<file path="src/rtl/cnn_mem_rd_arb.sv">
// Round-robin arbiter sharing one memory read port between the picture-window (client 0)
// and weight-window (client 1) fetch paths, with a data-phase watchdog.
module cnn_mem_rd_arb #(
    parameter int ADDR_WIDTH   = 19,
    parameter int MEM_DATA_BUS = 128,
    parameter int SIZE_W       = 5,
    parameter int TIMEOUT_CYC  = 64
) (
    input  logic                    clk,
    input  logic                    rst_n,
    input  logic [1:0]              cl_req,
    input  logic [ADDR_WIDTH-1:0]   cl_addr0,
    input  logic [ADDR_WIDTH-1:0]   cl_addr1,
    input  logic [SIZE_W-1:0]       cl_size0,
    input  logic [SIZE_W-1:0]       cl_size1,
    output logic [1:0]              cl_gnt,
    output logic [1:0]              cl_valid,
    output logic [1:0]              cl_last,
    output logic [MEM_DATA_BUS-1:0] cl_data,
    output logic                    mem_req,
    output logic [ADDR_WIDTH-1:0]   mem_start_addr,
    output logic [SIZE_W-1:0]       mem_size_bytes,
    input  logic                    mem_gnt,
    input  logic                    mem_valid,
    input  logic                    mem_last,
    input  logic [MEM_DATA_BUS-1:0] mem_data,
    output logic                    busy,
    output logic                    timeout_err
);

    localparam int WD_W = (TIMEOUT_CYC > 2) ? $clog2(TIMEOUT_CYC) : 1;
    localparam logic [WD_W-1:0] WD_LIMIT = WD_W'(TIMEOUT_CYC - 1);

    typedef enum logic [1:0] {
        ST_IDLE  = 2'd0,
        ST_ISSUE = 2'd1,
        ST_DATA  = 2'd2
    } state_t;

    // The favoured client wins if it is requesting, otherwise the other one does.
    function automatic logic pick_winner(input logic [1:0] req, input logic ptr);
        logic win;
        if (req[ptr]) begin
            win = ptr;
        end else begin
            win = ~ptr;
        end
        return win;
    endfunction

    function automatic logic [1:0] to_onehot(input logic idx);
        logic [1:0] vec;
        vec = 2'b00;
        vec[idx] = 1'b1;
        return vec;
    endfunction

    state_t                  state_r;
    logic                    owner_r;
    logic                    rr_ptr_r;
    logic [ADDR_WIDTH-1:0]   addr_r;
    logic [SIZE_W-1:0]       size_r;
    logic                    mem_req_r;
    logic [WD_W-1:0]         wdog_r;
    logic [1:0]              zero_done_r;

    logic                    winner_s;
    logic                    arb_go_s;
    logic [ADDR_WIDTH-1:0]   addr_sel_s;
    logic [SIZE_W-1:0]       size_sel_s;
    logic                    data_done_s;
    logic                    timeout_s;
    logic [1:0]              cl_gnt_s;
    logic [1:0]              cl_valid_s;
    logic [1:0]              cl_last_s;

    // Arbitration: blocked during the zero-size completion pulse so a still-high request is not re-served.
    always_comb begin
        winner_s = pick_winner(cl_req, rr_ptr_r);
        arb_go_s = (state_r == ST_IDLE) && (cl_req != 2'b00) && (zero_done_r == 2'b00);
        if (winner_s) begin
            addr_sel_s = cl_addr1;
            size_sel_s = cl_size1;
        end else begin
            addr_sel_s = cl_addr0;
            size_sel_s = cl_size0;
        end
    end

    // Data-phase termination conditions: real last beat or watchdog expiry.
    always_comb begin
        data_done_s = (state_r == ST_DATA) && mem_valid && mem_last;
        timeout_s   = (state_r == ST_DATA) && !mem_valid && (wdog_r == WD_LIMIT);
    end

    // Main controller: state, ownership, latched request, memory request and watchdog.
    always_ff @(posedge clk or negedge rst_n) begin
        if (!rst_n) begin
            state_r     <= ST_IDLE;
            owner_r     <= 1'b0;
            rr_ptr_r    <= 1'b0;
            addr_r      <= {ADDR_WIDTH{1'b0}};
            size_r      <= {SIZE_W{1'b0}};
            mem_req_r   <= 1'b0;
            wdog_r      <= {WD_W{1'b0}};
            zero_done_r <= 2'b00;
        end else begin
            zero_done_r <= 2'b00;
            case (state_r)
                ST_IDLE: begin
                    wdog_r <= {WD_W{1'b0}};
                    if (arb_go_s) begin
                        owner_r <= winner_s;
                        addr_r  <= addr_sel_s;
                        size_r  <= size_sel_s;
                        if (size_sel_s != {SIZE_W{1'b0}}) begin
                            state_r   <= ST_ISSUE;
                            mem_req_r <= 1'b1;
                        end else begin
                            zero_done_r <= to_onehot(winner_s);
                            rr_ptr_r    <= ~winner_s;
                        end
                    end
                end
                ST_ISSUE: begin
                    if (mem_gnt) begin
                        mem_req_r <= 1'b0;
                        wdog_r    <= {WD_W{1'b0}};
                        state_r   <= ST_DATA;
                    end
                end
                ST_DATA: begin
                    if (data_done_s || timeout_s) begin
                        state_r  <= ST_IDLE;
                        rr_ptr_r <= ~owner_r;
                        wdog_r   <= {WD_W{1'b0}};
                    end else if (mem_valid) begin
                        wdog_r <= {WD_W{1'b0}};
                    end else begin
                        wdog_r <= wdog_r + WD_W'(1);
                    end
                end
                default: begin
                    state_r   <= ST_IDLE;
                    mem_req_r <= 1'b0;
                    wdog_r    <= {WD_W{1'b0}};
                end
            endcase
        end
    end

    // Client-side handshake: grant and beat routing to the current owner only.
    always_comb begin
        cl_gnt_s   = zero_done_r;
        cl_valid_s = 2'b00;
        cl_last_s  = zero_done_r;
        case (state_r)
            ST_ISSUE: begin
                cl_gnt_s[owner_r] = mem_gnt;
            end
            ST_DATA: begin
                cl_valid_s[owner_r] = mem_valid;
                cl_last_s[owner_r]  = data_done_s || timeout_s;
            end
            default: begin
                cl_gnt_s   = zero_done_r;
                cl_valid_s = 2'b00;
                cl_last_s  = zero_done_r;
            end
        endcase
    end

    assign cl_gnt         = cl_gnt_s;
    assign cl_valid       = cl_valid_s;
    assign cl_last        = cl_last_s;
    assign cl_data        = mem_data;
    assign mem_req        = mem_req_r;
    assign mem_start_addr = addr_r;
    assign mem_size_bytes = size_r;
    assign busy           = (state_r != ST_IDLE);
    assign timeout_err    = timeout_s;

endmodule

</file>
<file path="config.mk">
export PLATFORM = sky130hd
export DESIGN_NAME = cnn_mem_rd_arb
export DESIGN_NICKNAME = d
export VERILOG_FILES = /design/src/rtl/cnn_mem_rd_arb.sv
export SDC_FILE = /design/constraint.sdc
export NUM_CORES = 1
export LEC_CHECK = 0
export ABC_AREA = 1
export CORE_AREA = 2 2 134 136
export DETAILED_ROUTE_END_ITERATION = 8
export DIE_AREA = 0 0 136 138
export MAX_ROUTING_LAYER = met4
export SLEW_MARGIN = 20
export SYNTH_ARGS = -nofsm -noshare
export SYNTH_HDL_FRONTEND = slang
export SYNTH_SLANG_ARGS = --single-unit
</file>
<file path="constraint.sdc">
create_clock -name clk -period 3.2 [get_ports clk]
set_clock_uncertainty 0.1 [all_clocks]
set_input_delay 0.64 -clock clk [delete_from_list [all_inputs] [get_ports clk]]
set_output_delay 0.64 -clock clk [all_outputs]
set_load 0.01 [all_outputs]
</file>
## Yosys cells after proc, flatten, opt, wreduce, memory -nomap -nowiden

Index checks and enable logic that the tools add are counted.

- Add/sub/neg operators: 1
- Mux-type cells: 34
- Order comparisons: 5
- Bitwise operators: 5
- Equality and inequality tests: 8
- Reductions and logical operators: 20

Operator list:

| cell | count |
|---|---|
| $mux 2 | 10 |
| $mux 19 | 1 |
| $mux 6 | 3 |
| $pmux 6 s2 | 1 |
| $reduce_and 4->1 | 3 |
| $mux 1 | 11 |
| $logic_and 1x1->1 | 8 |
| $add 6x1->6 const B | 1 |
| $eq 6x6->1 const B | 1 |
| $lt 1x2->1 const B | 3 |
| $ne 2x2->1 const B | 3 |
| $pmux 2 s3 | 1 |
| $reduce_bool 2->1 | 3 |
| $mux 5 | 1 |
| $reduce_bool 5->1 | 1 |
| $bwmux 2 | 2 |
| $logic_not 2->1 | 2 |
| $ne 2x1->1 const B | 2 |
| $not 1->1 | 4 |
| $pmux 1 s3 | 1 |
| $and 2x2->2 | 1 |
| $demux 1 s1 | 2 |
| $eq 2x1->1 const B | 1 |
| $eq 2x2->1 const B | 1 |
| 5 further kinds | 6 |

- Word-level logic and storage cells: 81
- Output and inout bits: 161
- Input bits: 183
- Flip-flop bits (word level): 37

## Longest topological paths before layout

Gate-level depths: netlist of the first run.

- Depth in word-level cells: 10
- Mapped depth: 10
- Gate-level depth less buffers: 10

## Worst setup path before layout of the first run

No wires, ideal clock.

- Path type: reg2out
- Start: register wdog_r[0]
- End: output cl_last[0]
- Arrival: 1170 ps
- Setup slack: 1290 ps
- Buffers on the path: 0
- Cell stages (with the launch flop): 8
- Cell sequence: dfrtp_1 ha_1 nand3_1 nor3_1 nand2_1 o21ai_0 o21ai_0 inv_1

- Cells in the longest elaborated chain, start to end: 5

RTL lines:

| item | RTL line | text |
|---|---|---|
| start: declaration | 64 | `logic [WD_W-1:0] wdog_r;` |
| start signal: assignment | 105 | `wdog_r <= {WD_W{1'b0}};` |
| start signal: assignment | 111 | `wdog_r <= {WD_W{1'b0}};` |
| start signal: assignment | 128 | `wdog_r <= {WD_W{1'b0}};` |
| $eq 6x6->1 | 93 | `timeout_s = (state_r == ST_DATA) && !mem_valid && (wdog_r == WD_LIMIT);` |
| $logic_and 1x1->1 | 93 |  |
| $logic_or 1x1->1 | 163 | `cl_last_s[owner_r] = data_done_s \|\| timeout_s;` |
| $bwmux 2 | 163 |  |
| $mux 2 | 157 | `case (state_r)` |
| end: declaration | 18 | `output logic [1:0] cl_last,` |

Every way passes these cells.

## Worst setup path after layout of the first run

- Start: input mem_valid
- End: output cl_last[1]

- Cells in the longest elaborated chain, start to end: 6

RTL lines:

| item | RTL line | text |
|---|---|---|
| start: declaration | 24 | `input logic mem_valid,` |
| $logic_not 1->1 | 93 |  |
| $logic_and 1x1->1 (2 in a row) | 93 |  |
| $logic_or 1x1->1 (*) | 163 |  |
| $bwmux 2 (*) | 163 |  |
| $mux 2 (*) | 157 |  |

Mark *: on every way between the ends. The rest lies on a longest branch, timed or not.

==> results.yml, run 1 <==
sta:
  max_freq_ghz: 0.335
  setup_tns_ps: 0
  setup_viol: 0
  slew_violations: 0
  rsz0062_at_grt: "no"
  post-route-period-util_pct: 93.2
  worst_slew_pin_slew_ps: 884
  hold_violations: 0
  fin_crit_ps: 2980
  relSlewSlack_pct: 41.1
  worst_slack_ps: 217
route:
  drt_iter0_markers: 37
  drc: 0
  drt_pass1_iterations: 4
  viasPerCell: 3.72
  avgRoutedWirePerCell_um: 14.2
  drtAntennaViolNets: 0
  wl_mm: 8.31
  vias: 2179
power:
  peakVddDrop_uv: 247
  switching_share_pct: 39.7
  power_frac_clock_pct: 18.8
  power.density_nw_per_um2: 803
  p_comb_share_pct: 50.8
  totalPowerFinal_mw: 2.59
  p_int_mw: 1.56
  p_seq_share_pct: 30.4
  cellLeakagePower_nw: 1.48
  power.switching_mw: 1.03
status:
  status: "complete, no violations"
setup_path:
  critical_path_class: "in -> out"
  crit_path_end_kind: "primary output"
  rrSetupSlack_ps: 1440
  r2r-end: "mem_start_addr[7]"
  arrival_ps: 2240
  r2r_cells: 5
  cp-startpoint: "mem_valid"
  cp_max_fo: 3
  worstSetupStartpointType: "input port"
  required_ps: 2460
  rr_startpoint: "state_r[1]"
layout:
  area.growth.synth_to_final_pct: 11.2
  antenna_cells: 0
  fin_nets: 539
  num-fill-cells: 2020
  fin_area_um2: 3220
  mostFrequentLayoutCell: "nand2_1"
  layout_common_cells: "105 x nand2_1, 86 x clkdlybuf4s50_1, 37 x dfrtp_1"
  drive_gt1_share_pct: 7.87
flow_run:
  maxCapViolCount: 0
clock_network:
  cts_htree_levels: 2
  cts.sinks: 37
  ctsHoldBuffers: 0
  clkTransAtPathRegs_ps: 60
  ctsLongestPathBuffers: 2
  cts_tree: "built"
  cts_resized: 0
  cts-root-buf: "clkbuf_16"
  clk_latency_ps: 280
  post_cts_buffers: 0
  numCtsBuffers: 5
synth:
  synth.yosys.seq_area_share_pct: 32.0
  synth_nets: 576
  syn_area_per_cell_um2: 7.39
  synth_top_area_share_pct: 33.2
  synth.distinct_cells: 25
  synth-seq-cells: 37
  netlist.top_cell.by_area: "buf_4"
  synth_cells: 392
  synth.area.top_cells: "buf_4 33%, dfrtp_1 32%, nand2_1 14%, nand3_1 5.2%, inv_1 4.1%"
  synthesis.area_um2: 2900
  synth_warnings: 0
placement:
  gp_congestion: 0.794
  port_buffers: 87
  placed_area_um2: 3080
  dp_hpwl_mm: 6.66
  post-place-ws_ps: 176
die:
  num_rows: 49
  core_um2: 17500
  fp.dieH_um: 138
  initial_core_util_pct: 16.5
  dieArea_um2: 18800
  ios: 344
  die_w_um: 136
global_route:
  grt_pass1_vias: 2147
  grt_pass1_wl_mm: 12.3
  grt_usage_pct: 8.94
  antenna_found_initial: 0
  grt_max_degree: 38
  grt_overflow: 0
hold_path:
  hold_path.class: "in -> async"
==> how the worst max path moves through the flow <==
stage,end,slack [ps],cells past startpoint
2_1_floorplan,cl_last[0],1290,7
3_3_place_gp,cl_last[1],210,8
3_5_place_dp,cl_last[1],180,8
4_1_cts,cl_last[1],180,8
5_1_grt,cl_last[1],30,8
6_report,cl_last[1],220,8
==> stage by stage <==
stage	std cells	util (%)	hold slack [ps]
6_report	585	18.4	379
5_1_grt	585	18.4	413
4_1_cts	585	18.4	395
3_5_place_dp	577	17.6	381
3_3_place_gp	577	17.6	373
2_1_floorplan	392	-	244
==> per-layer routing <==
metal | track usage, % | vias up | part of all wire (%)
met1 | 8.72 | 972 | 35
met5 | - | - | 0
met3 | 3.92 | 73 | 12
met4 | 7.68 | 0 | 8.8
li1 | - | 1000 | -
met2 | 13.4 | 134 | 44
==> area by class of cell <==
type                            instances  area [µm²]  area share (%)
Sequential cell                        37         926            28.7
Timing Repair Buffer                   91         896            27.8
Multi-Input combinational cell        185         845            26.2
Tap cell                              229         287            8.89
Inverter                               35         131            4.08
Clock buffer                            6         129            4.00
Clock inverter                          2        10.0           0.311
==> state kept, by name, indices dropped and copies added, names as in the netlist <==
register        cells
wdog_r              6
mem_req             1
rr_ptr_r            1
state_r             2
mem_size_bytes      5
zero_done_r         2
mem_start_addr     19
owner_r             1
==> cell usage after synthesis <==
cell	instances
o21bai_2	1
ha_1	1
nor2_1	11
nor2_2	2
nand2_1	105
o21ai_1	1
nand2_2	5
nand3_4	1
clkbuf_1	2
nand3_1	30
buf_4	128
nand3_2	1
inv_1	32
a21oi_1	7
a22oi_1	2
dfrtp_1	37
buf_1	1
o21ai_0	13
nor3_2	2
clkinv_1	1
inv_2	2
buf_6	1
buf_2	3
nor2_4	1
nor3_1	2
==> power groups by stage <==
stage / registers [mW] / logic [mW] / clock network [mW]
2_1_floorplan: 0.845 / 0.783 / 0
3_3_place_gp: 0.795 / 1.34 / 0
3_5_place_dp: 0.796 / 1.35 / 0
4_1_cts: 0.791 / 1.36 / 0.503
5_1_grt: 0.809 / 1.47 / 0.524
6_report: 0.788 / 1.31 / 0.486
==> critical path, cell delays in order <==
cell and delay (ps):
clkdlybuf4s50_1 450, nor2_2 160, nand2_1 90, o21ai_0 100, buf_4 150, o21ai_0 70
inv_1 60, clkdlybuf4s50_1 520
==> cells by family (layout without fill, tap and decap cells) <==
kind of cell	Yosys count	count (layout)	synth area share (%)
AO/OA/AOI/OAI	24	24	4.53
adder cells (fa/ha/maj)	1	1	0.432
buffers and inverters	170	134	39.0
AND/OR/NAND/NOR	160	160	24.1
flip-flops	37	37	32.0
Power figures use the tool's default switching activity.
==> run 2: changes to the inputs <==
ABC_AREA = not set   (was 1)
CELL_PAD_IN_SITES_DETAIL_PLACEMENT = 1   (was not set)
CELL_PAD_IN_SITES_GLOBAL_PLACEMENT = 2   (was not set)
CORE_AREA = not set   (was 2 2 134 136)
CORE_ASPECT_RATIO = 1.1   (was not set)
CORE_UTILIZATION = 13   (was not set)
DIE_AREA = not set   (was 0 0 136 138)
GPL_TIMING_DRIVEN = 0   (was not set)
PLACE_DENSITY_LB_ADDON = 0.1   (was not set)
==> results.yml, run 2 <==
status:
  status: "complete, no violations"
clock_network:
  ctsHoldBuffers: 0
  numCtsBuffers: 5
  cts.sinks: 37
  clkTransAtPathRegs_ps: 60
  clk_latency_ps: 290
  cts_tree: "built"
  ctsLongestPathBuffers: 2
  cts_htree_levels: 2
  cts-root-buf: "clkbuf_16"
  post_cts_buffers: 0
synth:
  synth-seq-cells: 37
  synth_top_cells_by_count: "130 x buf_4, 37 x dfrtp_1, 33 x nand2_1, 24 x mux2i_1, 23 x o21ai_0"
  synthFlopType: "dfrtp_1"
  synth_nets: 511
  synth_cells: 327
  synth.yosys.seq_area_share_pct: 32.1
  synthesis.area_um2: 2890
  synth_warnings: 0
  syn_area_per_cell_um2: 8.82
  netlist.top_cell.by_area: "buf_4"
  synth-edff-count: 0
  synth_async_sr_flop_share_pct: 100
  synth.area.top_cells: "buf_4 34%, dfrtp_1 32%, mux2i_1 8.3%, nand2_1 4.3%, o21ai_0 4.0%"
  yosysMostFrequentCell: "buf_4"
  synth.distinct_cells: 39
  synth_top_area_share_pct: 33.8
placement:
  dp_cells: 833
  dp_hpwl_mm: 10.1
  port_buffers: 215
  placed_area_um2: 5420
  gp_congestion: 0.717
route:
  wl_mm: 11.7
  drc: 0
  avgRoutedWirePerCell_um: 14.0
  viasPerCell: 3.49
  vias: 2932
  drt_iter0_markers: 33
  drtAntennaViolNets: 0
  drt_pass1_iterations: 4
power:
  p_int_mw: 1.76
  power.density_nw_per_um2: 495
  cellLeakagePower_nw: 2.45
  p_comb_share_pct: 53.8
  peakVddDrop_uv: 143
  switching_share_pct: 36.5
  power_frac_clock_pct: 18.4
  p_seq_share_pct: 27.8
  power.switching_mw: 1.01
layout:
  antenna_cells: 0
  area.growth.synth_to_final_pct: 93.7
  largest_register_ffs: 19
  layout_common_cells: "212 x clkdlybuf4s50_1, 130 x buf_4, 37 x dfrtp_1"
  finalNonFillerCells: 841
  seq_area_um2: 926
  fin_nets: 734
  mostFrequentLayoutCell: "clkdlybuf4s50_1"
  multiInputGateArea_um2: 946
  drive_gt1_share_pct: 28.3
  num-fill-cells: 2513
  fin_area_um2: 5590
sta:
  fin_crit_ps: 3080
  post-route-period-util_pct: 96.2
  max_freq_ghz: 0.325
  rsz0062_at_grt: "no"
  setup_tns_ps: 0
  worst_slew_pin_slew_ps: 666
  slew_violations: 0
  setup_viol: 0
  relSlewSlack_pct: 55.6
  hold_violations: 0
setup_path:
  crit_path_max_incr_delay_ps: 530
  crit_path_end_kind: "primary output"
  rr_startpoint: "state_r[1]"
  critical_path_class: "in -> out"
  required_ps: 2460
  rrSetupSlack_ps: 1200
  crit_path_cell_trace: "dlygate4sd2_1 > or3b_1 > buf_2 > o21bai_4 > mux2_2 > clkdlybuf4s50_1"
  cpMaxStageDelayCell: "clkdlybuf4s50_1"
  worstSetupStartpointType: "input port"
  arrival_ps: 2340
  r2r_cells: 6
  cp_max_fo: 7
  crit_family: "buffers and inverters"
  path_buf_inv: 3
  r2r-end: "mem_size_bytes[0]"
global_route:
  grt_pass1_wl_mm: 16.8
  grt_max_degree: 22
  grt_overflow: 0
  grt_usage_pct: 10.2
  antenna_found_initial: 0
  grt_pass1_vias: 3036
die:
  die_w_um: 144
  num_rows: 56
  core_um2: 21500
  fp.dieH_um: 158
  ios: 344
  dieArea_um2: 22800
  initial_core_util_pct: 13.4
hold_path:
  hold_path.class: "in -> async"
flow_run:
  maxCapViolCount: 0
==> run 2: per-stage QoR <==
step	total power [mW]	utilization [%]	hold slack, ps	worst slack (ps)
floorplan	1.47	-	244	1010
global placement	2.29	25.1	363	-199
detailed placement	2.32	25.2	372	-217
CTS	2.86	26.0	252	46.3
global route	3.02	26.0	271	36.3
finish	2.77	26.0	239	122
==> run 2: layout make-up <==
type,instances,area share [%]
clock buffer,5,2.24
multi-input combinational,148,16.9
clock inverter,3,0.381
buffer,138,18.2
tap,290,6.49
timing repair buffer,216,38.9
inverter,4,0.269
sequential,37,16.6
==> run 2: power by group through the flow <==
stage          Sequential [mW]  Clock (mW)  Combinational (mW)
2_1_floorplan            0.829           0               0.642
5_1_grt                  0.804       0.560                1.66
6_report                 0.769       0.509                1.49
3_3_place_gp             0.769           0                1.52
4_1_cts                  0.774       0.544                1.54
3_5_place_dp             0.777           0                1.54
==> run 2: cells by family after synthesis <==
kind of cell / Yosys count / share of synthesized area (%)
buffers and inverters: 142 / 35.8
and+or+nand+nor: 72 / 12.7
AOI/OAI and AO/OA: 47 / 9.11
DFF: 37 / 32.1
muxes: 28 / 9.89
adders and majority gates: 1 / 0.434
==> run 2: per-layer routing <==
layer / vias up / track usage (%) / share of wire, %
li1: 1397 / - / -
met1: 1351 / 10.2 / 35
met2: 178 / 18.5 / 54
met3: 6 / 4.18 / 11
met4: 0 / 1.82 / 0.63
met5: - / - / 0
==> run 2: worst max path at each step <==
stage              start         end  slack, ps  cells after the start
6_report       mem_valid  cl_last[1]        120                      6
5_1_grt        mem_valid  cl_last[1]         40                      6
4_1_cts         mem_last  cl_last[0]         50                      6
3_5_place_dp   mem_valid  cl_last[0]       -220                      6
3_3_place_gp   mem_valid  cl_last[0]       -200                      6
2_1_floorplan  mem_valid  cl_last[1]       1010                      4
==> run 2: worst register-to-register path, cell delays in order (launching register included) <==
cell and delay [ps]:
dfrtp_1 360, buf_4 170, nor4_2 320, o21ai_1 300, clkbuf_1 390, nand2_1 150, o21ai_0 90
==> run 2: timing repair <==
| action | 4_1_cts | 5_1_grt |
|---|---|---|
| gates resized for setup | 3 | 2 |
| hold endpoints to repair | 0 | 0 |
| pin swaps | 0 | 0 |
| setup endpoints to repair | 2 | 1 |
==> run 3: changes to the inputs <==
--- a/constraint.sdc
+++ b/constraint.sdc
@@ -4,2 +4,2 @@
 set_output_delay 0.64 -clock clk [all_outputs]
-set_load 0.01 [all_outputs]
+set_load 0.1 [all_outputs]
==> results.yml, run 3 (synthesis gave the netlist of run 2 again) <==
layout:
  mostFrequentLayoutCell: "clkdlybuf4s50_1"
  utilization_pct: 25.9
  num-fill-cells: 2512
  multiInputGateArea_um2: 932
  fin_nets: 734
  area.growth.synth_to_final_pct: 92.9
  layout_common_cells: "207 x clkdlybuf4s50_1, 130 x buf_4, 37 x dfrtp_1"
  largest_register_ffs: 19
  antenna_cells: 0
  drive_gt1_share_pct: 28.5
  seq_area_um2: 926
clock_network:
  post_cts_buffers: 0
  cts-root-buf: "clkbuf_16"
  cts_htree_levels: 2
  numCtsBuffers: 5
  cts_tree: "built"
  clk_latency_ps: 290
  ctsLongestPathBuffers: 2
  clkTransAtPathRegs_ps: 60
  cts.sinks: 37
  ctsHoldBuffers: 0
setup_path:
  required_ps: 2460
  worstSetupStartpointType: "input port"
  arrival_ps: 2340
  crit_path_end_kind: "primary output"
  cp_max_fo: 7
  rrSetupSlack_ps: 1200
  critical_path_class: "in -> out"
  r2r_cells: 6
  rr_startpoint: "state_r[1]"
  r2r-end: "mem_size_bytes[0]"
flow_run:
  maxCapViolCount: 0
die:
  dieArea_um2: 22800
  core_um2: 21500
  fp.dieH_um: 158
  die_w_um: 144
  num_rows: 56
  ios: 344
  initial_core_util_pct: 13.4
global_route:
  grt_usage_pct: 10.2
  grt_pass1_vias: 3032
  antenna_found_initial: 0
  grt_pass1_wl_mm: 16.8
  grt_max_degree: 22
  grt_overflow: 0
sta:
  max_freq_ghz: 0.325
  setup_viol: 0
  hold_ws_ps: 240
  slew_violations: 0
  worst_slew_pin_slew_ps: 1080
  relSlewSlack_pct: 27.9
  hold_violations: 0
  post-route-period-util_pct: 96.3
  fin_crit_ps: 3080
  rsz0062_at_grt: "no"
route:
  drt_pass1_iterations: 4
  drtAntennaViolNets: 0
  viasPerCell: 3.49
  wl_mm: 11.7
  drt_iter0_markers: 38
  vias: 2932
  avgRoutedWirePerCell_um: 14.0
  drc: 0
power:
  power.density_nw_per_um2: 813
  cellLeakagePower_nw: 2.46
  peakVddDrop_uv: 307
placement:
  port_buffers: 215
  dp_hpwl_mm: 10.1
  gp_congestion: 0.717
hold_path:
  hold_path.class: "in -> async"
status:
  status: "complete, no violations"
-- run 3: cell types whose count changed in the layout (fill, tap and decap cells not counted) --
| cell | delta |
|---|---|
| buf_6 | +2 |
| ha_1 | +1 |
| dlygate4sd2_1 | +3 |
| dlymetal6s2s_1 | -1 |
| buf_2 | +1 |
| o21bai_1 | +1 |
| clkdlybuf4s50_1 | -5 |
| ha_2 | -1 |
| o21bai_4 | -1 |
-- run 3: worst max-delay path, cell delays in order --
cell,delay (ps)
clkdlybuf4s50_1,500
or3b_1,380
buf_2,170
o21bai_1,220
mux2_2,220
buf_6,220
-- run 3: worst max-delay path by stage --
stage              start          end  slack, ps  cells after the start
2_1_floorplan  mem_valid  timeout_err         70                      3
3_3_place_gp   mem_valid   cl_last[0]       -800                      6
3_5_place_dp   mem_valid   cl_last[0]       -820                      6
4_1_cts        mem_valid   cl_last[0]         20                      6
5_1_grt        mem_valid   cl_last[1]         20                      6
6_report       mem_valid   cl_last[1]        120                      6
-- run 3: final cells by class --
type,count,share of cell area [%]
Inverter,4,0.270
Buffer,138,18.3
Clock inverter,3,0.382
Multi-Input combinational cell,148,16.7
Tap cell,290,6.52
Timing Repair Buffer,216,38.9
Clock buffer,5,2.25
Sequential cell,37,16.6
-- run 3: report_power, final --
group / internal, mW / leakage, nW / switching, mW
Combinational: 0.801 / 1.92 / 2.45
Sequential: 0.652 / 0.469 / 0.117
Clock: 0.290 / 0.0702 / 0.219
Total: 1.74 / 2.46 / 2.78
-- run 3: routing by layer --
layer	vias up	global-route usage (%)	routed length, µm
met5	-	-	0
met4	0	1.82	80
met3	6	4.24	1300
met2	177	18.5	6280
met1	1350	10.2	4070
li1	1399	-	-
-- run 3: timing repair --
| item | 4_1_cts | 5_1_grt |
|---|---|---|
| gates cloned | 0 | 0 |
| hold endpoints to repair | 0 | 0 |
| resized for setup | 19 | 5 |
| endpoints found under the setup margin | 7 | 3 |
-- run 3: per-stage QoR --
| step | area (µm²) | setup slack, ps | cells | setup TNS, ps | power (mW) |
|---|---|---|---|---|---|
| after floorplan | 2890 | 68.2 | 327 | 0 | 3.23 |
| after global placement | 5400 | -797 | 832 | -2300 | 4.05 |
| after detailed placement | 5420 | -815 | 833 | -2430 | 4.08 |
| after CTS | 5560 | 20.2 | 841 | 0 | 4.61 |
| after global routing | 5570 | 17.9 | 841 | 0 | 4.77 |
| final | 5570 | 119 | 841 | 0 | 4.52 |
